$ cat src/rtl/mmio_pkg.sv
// Shared types and constants for the memory-stage MMIO bridge.
package mmio_pkg;

  // Bridge transaction states.
  typedef enum logic [1:0] {
    IDLE = 2'd0,
    REQ  = 2'd1,
    DONE = 2'd2
  } state_t;

  // Address-space classification of the EX_DM address.
  typedef enum logic [1:0] {
    DM       = 2'd0,
    IO       = 2'd1,
    UNMAPPED = 2'd2
  } region_t;

  // Returned for unmapped loads, load+store collisions and timed-out loads.
  localparam logic [15:0] DEAD_WORD = 16'hDEAD;

  // Width of a channel index; a single channel still needs one bit of storage.
  function automatic int unsigned ch_index_width(input int unsigned num_ch);
    return (num_ch > 1) ? $clog2(num_ch) : 1;
  endfunction

endpackage

$ cat src/rtl/mmio_decode.sv
// Combinational address decoder: region, channel index and register offset.
module mmio_decode
  import mmio_pkg::*;
#(
  parameter int unsigned       ADDR_W       = 16,
  parameter int unsigned       NUM_CH       = 4,
  parameter int unsigned       CH_SPAN_BITS = 4,
  parameter logic [ADDR_W-1:0] DM_LIMIT     = 16'h2000,
  parameter logic [ADDR_W-1:0] IO_BASE      = 16'hC000,
  parameter int unsigned       CH_W         = 2
) (
  input  logic [ADDR_W-1:0]       i_addr,
  output region_t                 o_region,
  output logic [CH_W-1:0]         o_ch,
  output logic [CH_SPAN_BITS-1:0] o_offset
);

  // One extra bit so the end of the I/O window cannot wrap past the top of
  // the address space and silently shrink the window.
  localparam int unsigned      EXT_W = ADDR_W + 1;
  localparam logic [EXT_W-1:0] DM_HI = {1'b0, DM_LIMIT};
  localparam logic [EXT_W-1:0] IO_LO = {1'b0, IO_BASE};
  localparam logic [EXT_W-1:0] IO_HI = IO_LO + (EXT_W'(NUM_CH) << CH_SPAN_BITS);

  logic [EXT_W-1:0]  w_addr_x;
  logic [ADDR_W-1:0] w_rel;

  assign w_addr_x = {1'b0, i_addr};
  assign w_rel    = i_addr - IO_BASE;

  // Classify the address; anything outside DM and the channel window is unmapped.
  always_comb begin
    // NOTE: every output of a combinational block gets a default first so no
    // path leaves it unassigned, which would otherwise infer a latch.
    o_region = UNMAPPED;
    if (w_addr_x < DM_HI) begin
      o_region = DM;
    end else if ((w_addr_x >= IO_LO) && (w_addr_x < IO_HI)) begin
      o_region = IO;
    end
  end

  // Channel index counts whole spans above the window base; offset is the low bits.
  assign o_ch     = CH_W'(w_rel >> CH_SPAN_BITS);
  assign o_offset = i_addr[CH_SPAN_BITS-1:0];

endmodule

$ cat src/rtl/mmio_bridge.sv
// Memory-stage bus bridge: routes CPU loads/stores to data memory or to one of
// NUM_CH waited peripheral channels, stalling the pipe during channel accesses.
module mmio_bridge
  import mmio_pkg::*;
#(
  parameter int unsigned       ADDR_W       = 16,
  parameter int unsigned       DATA_W       = 16,
  parameter int unsigned       NUM_CH       = 4,
  parameter logic [ADDR_W-1:0] DM_LIMIT     = 16'h2000,
  parameter logic [ADDR_W-1:0] IO_BASE      = 16'hC000,
  parameter int unsigned       CH_SPAN_BITS = 4,
  parameter int unsigned       TIMEOUT      = 15,
  localparam int unsigned      CH_W         = ch_index_width(NUM_CH)
) (
  input  logic                     clk,
  input  logic                     rst,
  input  logic [ADDR_W-1:0]        cpu_addr,
  input  logic                     cpu_re,
  input  logic                     cpu_we,
  input  logic [DATA_W-1:0]        cpu_wdata,
  output logic [DATA_W-1:0]        cpu_rdata,
  output logic                     cpu_stall,
  output logic                     dm_we,
  input  logic [DATA_W-1:0]        dm_rdata,
  output logic [NUM_CH-1:0]        ch_req,
  output logic                     ch_we,
  output logic [CH_SPAN_BITS-1:0]  ch_addr,
  output logic [DATA_W-1:0]        ch_wdata,
  input  logic [NUM_CH*DATA_W-1:0] ch_rdata,
  input  logic [NUM_CH-1:0]        ch_ack,
  input  logic                     err_clr,
  output logic                     err_timeout,
  output logic [CH_W-1:0]          err_ch
);

  localparam int unsigned      CNT_W = $clog2(TIMEOUT + 1);
  localparam logic [DATA_W-1:0] DEAD = DATA_W'(DEAD_WORD);
  localparam logic [CNT_W-1:0]  CNT_LIMIT = CNT_W'(TIMEOUT);

  // Decoder results for the current EX_DM address.
  region_t                 w_region;
  logic [CH_W-1:0]         w_ch;
  logic [CH_SPAN_BITS-1:0] w_offset;
  logic                    w_io_access;

  // Response of the channel latched for the transaction in flight.
  logic                    w_sel_ack;
  logic [DATA_W-1:0]       w_sel_rdata;
  logic [DATA_W-1:0]       w_cpu_rdata;

  // Transaction state and latched request fields.
  state_t                  r_state;
  logic [CH_W-1:0]         r_ch;
  logic [NUM_CH-1:0]       r_ch_req;
  logic                    r_ch_we;
  logic [CH_SPAN_BITS-1:0] r_ch_addr;
  logic [DATA_W-1:0]       r_ch_wdata;
  logic [CNT_W-1:0]        r_cnt;
  logic [DATA_W-1:0]       r_rdata_q;
  logic                    r_err_timeout;
  logic [CH_W-1:0]         r_err_ch;

  mmio_decode #(
    .ADDR_W       (ADDR_W),
    .NUM_CH       (NUM_CH),
    .CH_SPAN_BITS (CH_SPAN_BITS),
    .DM_LIMIT     (DM_LIMIT),
    .IO_BASE      (IO_BASE),
    .CH_W         (CH_W)
  ) u_decode (
    .i_addr   (cpu_addr),
    .o_region (w_region),
    .o_ch     (w_ch),
    .o_offset (w_offset)
  );

  assign w_io_access = (w_region == IO) && (cpu_re || cpu_we);

  // Pick ack and read data of the channel that owns the current transaction;
  // acks from every other channel are simply never looked at.
  always_comb begin
    w_sel_ack   = 1'b0;
    w_sel_rdata = '0;
    for (int i = 0; i < NUM_CH; i++) begin
      if (r_ch == CH_W'(i)) begin
        w_sel_ack   = ch_ack[i];
        w_sel_rdata = ch_rdata[i*DATA_W +: DATA_W];
      end
    end
  end

  // Load data: finished channel result in DONE, DM data for plain DM loads,
  // otherwise the poison word (unmapped, load+store collision, idle I/O).
  always_comb begin
    w_cpu_rdata = DEAD;
    if (r_state == DONE) begin
      w_cpu_rdata = r_rdata_q;
    end else if ((w_region == DM) && !cpu_we) begin
      w_cpu_rdata = dm_rdata;
    end
  end

  // Transaction FSM with latched request fields, wait counter and error flags.
  always_ff @(posedge clk) begin
    if (rst) begin
      r_state       <= IDLE;
      r_ch          <= '0;
      r_ch_req      <= '0;
      r_ch_we       <= 1'b0;
      r_ch_addr     <= '0;
      r_ch_wdata    <= '0;
      r_cnt         <= '0;
      r_rdata_q     <= '0;
      r_err_timeout <= 1'b0;
      r_err_ch      <= '0;
    end else begin
      // NOTE: sequential state uses non-blocking assignments so every register
      // sees pre-edge values; a later assignment in this block overrides an
      // earlier one, which is how a timeout beats a same-cycle err_clr below.
      if (err_clr) begin
        r_err_timeout <= 1'b0;
      end
      case (r_state)
        IDLE: begin
          if (w_io_access) begin
            r_ch       <= w_ch;
            r_ch_req   <= NUM_CH'(1) << w_ch;
            r_ch_we    <= cpu_we;
            r_ch_addr  <= w_offset;
            r_ch_wdata <= cpu_wdata;
            // The counter holds the number of REQ cycles including the current one.
            r_cnt      <= CNT_W'(1);
            r_state    <= REQ;
          end
        end
        REQ: begin
          if (w_sel_ack) begin
            if (!r_ch_we) begin
              r_rdata_q <= w_sel_rdata;
            end
            r_ch_req <= '0;
            r_state  <= DONE;
          end else if (r_cnt == CNT_LIMIT) begin
            r_rdata_q     <= DEAD;
            r_err_timeout <= 1'b1;
            r_err_ch      <= r_ch;
            r_ch_req      <= '0;
            r_state       <= DONE;
          end else begin
            r_cnt <= r_cnt + CNT_W'(1);
          end
        end
        DONE: begin
          // The pipe advances this cycle, so the request still on the inputs is
          // the one just completed; returning to IDLE never re-issues it.
          r_cnt   <= '0;
          r_state <= IDLE;
        end
        default: begin
          r_ch_req <= '0;
          r_cnt    <= '0;
          r_state  <= IDLE;
        end
      endcase
    end
  end

  // Stall covers the decode cycle of an I/O access plus every REQ cycle.
  assign cpu_stall   = (r_state == REQ) || ((r_state == IDLE) && w_io_access);
  assign dm_we       = cpu_we && (w_region == DM);
  assign cpu_rdata   = w_cpu_rdata;
  assign ch_req      = r_ch_req;
  assign ch_we       = r_ch_we;
  assign ch_addr     = r_ch_addr;
  assign ch_wdata    = r_ch_wdata;
  assign err_timeout = r_err_timeout;
  assign err_ch      = r_err_ch;

endmodule

$ cat config.mk
export PLATFORM = sky130hd
export DESIGN_NAME = mmio_bridge
export DESIGN_NICKNAME = d
export VERILOG_FILES = /design/src/rtl/mmio_pkg.sv /design/src/rtl/mmio_decode.sv /design/src/rtl/mmio_bridge.sv
export SDC_FILE = /design/constraint.sdc
export NUM_CORES = 1
export LEC_CHECK = 0
export BUFFER_PORTS_ARGS = -buffer_cell sky130_fd_sc_hd__buf_2
export CAP_MARGIN = 20
export CORE_ASPECT_RATIO = 1.4
export CORE_MARGIN = 2
export CORE_UTILIZATION = 30
export CTS_CLUSTER_DIAMETER = 150
export DETAILED_ROUTE_END_ITERATION = 7
export PLACE_DENSITY = 0.63
export SETUP_SLACK_MARGIN = 0.15
export SLEW_MARGIN = 10
export SYNTH_ARGS = -nofsm -noshare
export SYNTH_HDL_FRONTEND = slang
export SYNTH_SLANG_ARGS = --single-unit
$ cat constraint.sdc
create_clock -name clk -period 3.9 [get_ports clk]
set_input_delay 0.195 -clock clk [delete_from_list [all_inputs] [get_ports clk]]
set_output_delay 0.195 -clock clk [all_outputs]
set_load 0.01 [all_outputs]
# Word-level counts from Yosys, hierarchy flattened
# Cells that the tools add are included.
[totals] inputBits=121 word_cells=79 output_inout_bits=46 reg_bits=52
[classes] n_eq_ne=12 n_shift=1 n_reduce_logical=18 magnitude_cmp=3 n_bitwise=2 muxes=31 add_sub_neg=2
[op_table] operator="16-bit 2-to-1 mux" n=9
[op_table] operator="4-bit 2-to-1 mux" n=6
[op_table] operator="16-bit >= comparator, second input constant" n=1
[op_table] operator="16-bit by 14-bit less-than comparator with 1-bit output, second input constant" n=1
[op_table] operator="16-bit less-than comparator, second input constant" n=1
[op_table] operator="4-bit case mux with 3 select lines" n=1
[op_table] operator="3-bit AND reduction" n=4
[op_table] operator="2-bit 2-to-1 mux" n=5
[op_table] operator="1-bit 2-to-1 mux" n=8
[op_table] operator="2-bit != test, second input constant" n=4
[op_table] operator="4-bit case mux with 2 select lines" n=1
[op_table] operator="2-bit by 1-bit == test with 1-bit output, second input constant" n=3
[op_table] operator="2-bit == test, second input constant" n=3
[op_table] operator="2-bit zero test" n=3
[op_table] operator="6-bit by 1-bit subtractor with 6-bit output, second input constant" n=1
[op_table] operator="1-bit logical AND" n=5
[op_table] operator="4-bit by 1-bit adder with 4-bit output, second input constant" n=1
[op_table] operator="4-bit == test, second input constant" n=1
[op_table] operator="2-bit case mux with 2 select lines" n=1
[op_table] operator="2-bit AND reduction" n=2
[op_table] operator="1-bit by 2-bit << shifter with 4-bit output, first input constant" n=1
[op_table] operator="3-bit != test, second input constant" n=1
[op_table] operator="1-bit logical OR" n=2
[op_table] operator="1-bit inverter" n=2
[op_table] operator="other kinds (2)" n=2

# Logic depth before layout (Yosys ltp)
[logic_depth] ltp_word=8 mapped_depth=8 ltp_nobuf=6

# By module
# Synthesis repeated with hierarchy kept, for this count alone.
[hier_totals] cells_unflattened=271 area_unflattened_um2=2628.8
[modules_own_cells] module="mmio_bridge" area_per_inst_um2=2549.9 seq_area_each_um2=1041.0 n_inst=1 cells_each=260
[modules_own_cells] module="mmio_decode" area_per_inst_um2=78.8 seq_area_each_um2=0.0 n_inst=1 cells_each=11

# Least setup slack after synthesis
# OpenSTA, ideal clock, no wires.
[synth_timing] kind="reg-to-reg" from="register r_ch[0]" to="register r_rdata_q[13]" path_stages_with_launch=8 setup_time_ns=0.128 t_arrival_ns=1.915 synth_period_minus_slack_ns=2.043 t_required_ns=3.772 setup_slack_ns=1.857 cell_sequence="dfxtp_1 buf_6 mux4_2 or3_1 buf_2 and2_4 a22oi_1 nor2_1"
[synth_between] elab_chain_cells=7
[synth_rtl] item="start: declaration" line_no="mmio_bridge.sv:53" rtl="logic [CH_W-1:0] r_ch;"
[synth_rtl] item="start signal: assignment" line_no="mmio_bridge.sv:126" rtl="r_ch <= w_ch;"
[synth_rtl] item="2-bit zero test" line_no="mmio_bridge.sv:85" rtl="if (r_ch == CH_W'(i)) begin"
[synth_rtl] item="1-bit 2-to-1 mux or 16-bit 2-to-1 mux (tied branches) (4 in a row)" line_no="mmio_bridge.sv:85"
[synth_rtl] item="2-bit != test (no line), or another cell as far along"
[synth_rtl] item="3-bit AND reduction (no line) or 16-bit 2-to-1 mux (tied branches)"
[synth_rtl] item="end signal: assignment" line_no="mmio_bridge.sv:139" rtl="r_rdata_q <= w_sel_rdata;"
[synth_rtl] item="end: declaration" line_no="mmio_bridge.sv:59" rtl="logic [DATA_W-1:0] r_rdata_q;"
# Several ways; a longest one is shown, not always the timed one. The select of a mux whose other input is x is not followed.
# A chain may end at the register's enable or synchronous reset.

# Worst setup path after layout
[layout_timing] from="register r_state[1]" to="output port cpu_rdata[0]"
[layout_between] elab_chain_cells=2
[layout_rtl] item="start: declaration" line_no="mmio_bridge.sv:52" rtl="state_t r_state;"
[layout_rtl] item="start signal: assignment" line_no="mmio_bridge.sv:106" rtl="r_state <= IDLE;"
[layout_rtl] item="start signal: assignment" line_no="mmio_bridge.sv:133" rtl="r_state <= REQ;"
[layout_rtl] item="start signal: assignment" line_no="mmio_bridge.sv:142" rtl="r_state <= DONE;"
[layout_rtl] item="2-bit == test" line_no="mmio_bridge.sv:96" rtl="if (r_state == DONE) begin"
[layout_rtl] item="16-bit 2-to-1 mux" line_no="mmio_bridge.sv:96"
[layout_rtl] item="end: declaration" line_no="mmio_bridge.sv:21" rtl="output logic [DATA_W-1:0] cpu_rdata,"
# No other way between the ends.

==> results.md <==
* Top FF cell, synth: dfxtp_1
* Peak VDD IR at approximately 0.16 mV
* Full die area at 9560 um^2
* Non-filler instance count after layout at around 550
* Critical Path RT at about 3700 ps
* Clock Latency Late Sink at ~290 ps
* Vias per cell at 4.93
* Drt drc at 0
* Htree depth at 2
* Post-synth top cells: dfxtp_1, nand2_1, nor2_1
* Post-CTS Hold Fix Bufs at 0
* Critical-path cell list: nor2b_1, or3_1, o22a_1, buf_2
* Clk buf depth at 2
* CTS tree: done
* Final nets at 565
* Setup violators final at 0
* Share of the synthesized area in the top cell type at 39.5%
* Hold Fails Final Rpt at 0
* Hold WC Path Type: in -> reg
* Post-layout min period at 2310 ps
* Placed instance area at 3530 um^2
* P&R area growth vs syn at 40.5%
* Arrival time at the worst endpoint at 2110 ps
* Crit Path Max Fanout at 11
* Via Count at around 2,700
* Leading area contributor after synthesis: dfxtp_1
* Reg clk slew, reported paths at ~70 ps
* Top delay family on crit path: simple AND/OR/NAND/NOR gates
* Core area at 8560 um^2
* Top-count cell post-synth: dfxtp_1
* Worst slew pin tran at between 900 and 1000 ps
* RSZ-0062 raised after global routing: false
* Sequential fraction of the synthesis area at 39.5%
* Die width at 83.2 um
* Final period utilization at about three fifths
* Vias in the first global route at 2,693
* Leak pwr at 0.00157 uW
* Grt total ovfl at 0
* Worst Setup Start Kind: flip-flop
* Slowest stage delay, CP at ~520 ps
* Setup ws final at between 1500 and 2000 ps
* N_diodes at 0
* CP Buf/Inv Count at 1
* Crit. End Element: primary output
* Pwr Density at roughly 300 nW/um^2
* GP Congestion at approximately 0.81
* Synth cell types at 39
* DRT Pass-1 Iters at 4
* Port Buffers at 166
* Cell area after layout at 3700 um^2
* Final max-slew violation count at 0
* EDFF count, synth at 0
* Slowest-stage cell, CP: dfxtp_1
* Status: finished clean
* Skew final at between 4 and 5 ps
* Maxcap violations at 0
* Gate Count Post-Synth at roughly 290
* Pre-CTS setup slack at 1660 ps
* Antenna Violating Nets Remaining at 0
* Fillers at around 870
* Hold slack final at ~150 ps
* Final WL at 7910 um
* Worst Setup Path Type: reg -> out
* Post-DP HPWL at ~6200 um
* Die Span Y at between 100 and 150 um
* CTS Buf Count at 5
* Slew HR at roughly 34%
* Initial Util at 30.8%
* Tot GR Track Use at about 16%
* Layout cells sized above 1 at between 40% and 50%
* Drt initial violations at between 100 and 150
* Fraction of synthesis flops using an asynchronous set or reset pin at 0%
* FF+latch count, synth at 52
* Synthesized area at approximately 2600 um^2
* Post_cts resized at 0
* Postcts setup bufs at 0
* Synth area leaders: dfxtp_1, mux4_2, nand2_1
* Root Buffer: clkbuf_16
* First-pass GRT wire length at approximately 12,000 um
* Top Ports at between 150 and 200
* Avg Cell Area, Syn at around 9.1 um^2
* Mapped Nets at 410
* Largest net degree at the start of global routing at 52
* Initial antenna violation count at 0
* Num rows at 40
* Clock sink count at 52
* Wirelength per Cell at between 10 and 15 um
* Total Neg Setup Slack at 0 ps
* Fmax at between 0.4 and 0.5 GHz
* DP Cell Count at 541
* Yosys warns at 0
==> sequential cells by signal, indices dropped and copies added, names as in the netlist <==
register	count
r_state	2
r_cnt	4
err_ch	2
ch_addr	4
ch_req	4
r_ch	2
r_rdata_q	16
ch_we	1
ch_wdata	16
err_timeout	1
==> kinds of logic (layout without fill, tap and decap cells) <==
family / count (synthesis) / count (layout) / share of synthesized area [%]
AND/OR/NAND/NOR: 132 / 132 / 24.9
buffers and inverters: 23 / 179 / 3.90
multiplexers: 21 / 21 / 16.1
flip-flops: 52 / 52 / 39.5
AO/OA/AOI/OAI: 58 / 58 / 14.8
adder cells (fa/ha/maj): 1 / 1 / 0.475
XOR/XNOR: 1 / 1 / 0.333
==> power by group <==
part | internal, uW | leakage [uW] | switching [uW]
sequential | 531 | 0.000419 | 0.151
combinational | 62.1 | 0.00107 | 40.2
clock | 305 | 0.0000804 | 194
==> through the flow <==
| stage | total power [uW] | utilization [%] |
|---|---|---|
| global route | 1180 | 43.2 |
| finish | 1130 | 43.2 |
| CTS | 1150 | 43.2 |
| global placement | 643 | 41.2 |
| detailed placement | 646 | 41.2 |
| floorplan | 578 | - |
==> layout make-up <==
class | instances | area [um^2] | share of cell area [%]
multi-input combinational | 213 | 1500 | 40.4
sequential | 52 | 1040 | 28.1
timing repair buffer | 169 | 853 | 23.1
tap | 105 | 131 | 3.55
clock buffer | 5 | 125 | 3.38
clock inverter | 3 | 46.3 | 1.25
inverter | 2 | 7.51 | 0.203
==> worst paths after layout <==
check | startpoint | endpoint | slack (ps) | cells after the start
worst max-delay path | r_state[1] | cpu_rdata[0] | 1590 | 4
worst min-delay path | cpu_wdata[12] | ch_wdata[12] | 150 | 3
worst max register to register | r_ch[0] | r_rdata_q[13] | 1830 | 5
worst min register to register | ch_addr[0] | ch_addr[0] | 450 | 2
==> placed cells by master, fill, tap and decap left out, types with 2 or more instances in the layout <==
master     count
clkbuf_16      5
nor3_2        11
nor3_1         3
a22o_1         5
nor3b_1        3
nor2b_1        3
nand3_1        5
nand2b_1       8
o2111ai_1      2
a22oi_1        5
mux4_2        17
inv_1          2
buf_4          3
nor2_1        35
nor4b_1        2
dfxtp_1       52
o22a_1        11
nand2_1       50
a21oi_1       25
nand3b_1       3
o21ai_0        3
or3_1          4
buf_2        166
mux2i_1        4
==> layer usage <==
layer	vias to the layer above	part of all wire (%)	track usage (%)
met3	5	7.2	3.80
li1	1340	-	-
met4	0	0.89	4.15
met5	-	0	0
met1	1254	38	17.4
met2	106	54	31.2
==> worst reg2reg max path, delay by kind of cell, from the launching register on <==
kind	cells	cell delay (ps)
simple gates	3	800
mux	1	580
flops	1	350
compound gates	1	190
Note: power is estimated with default switching activity, not from simulation.
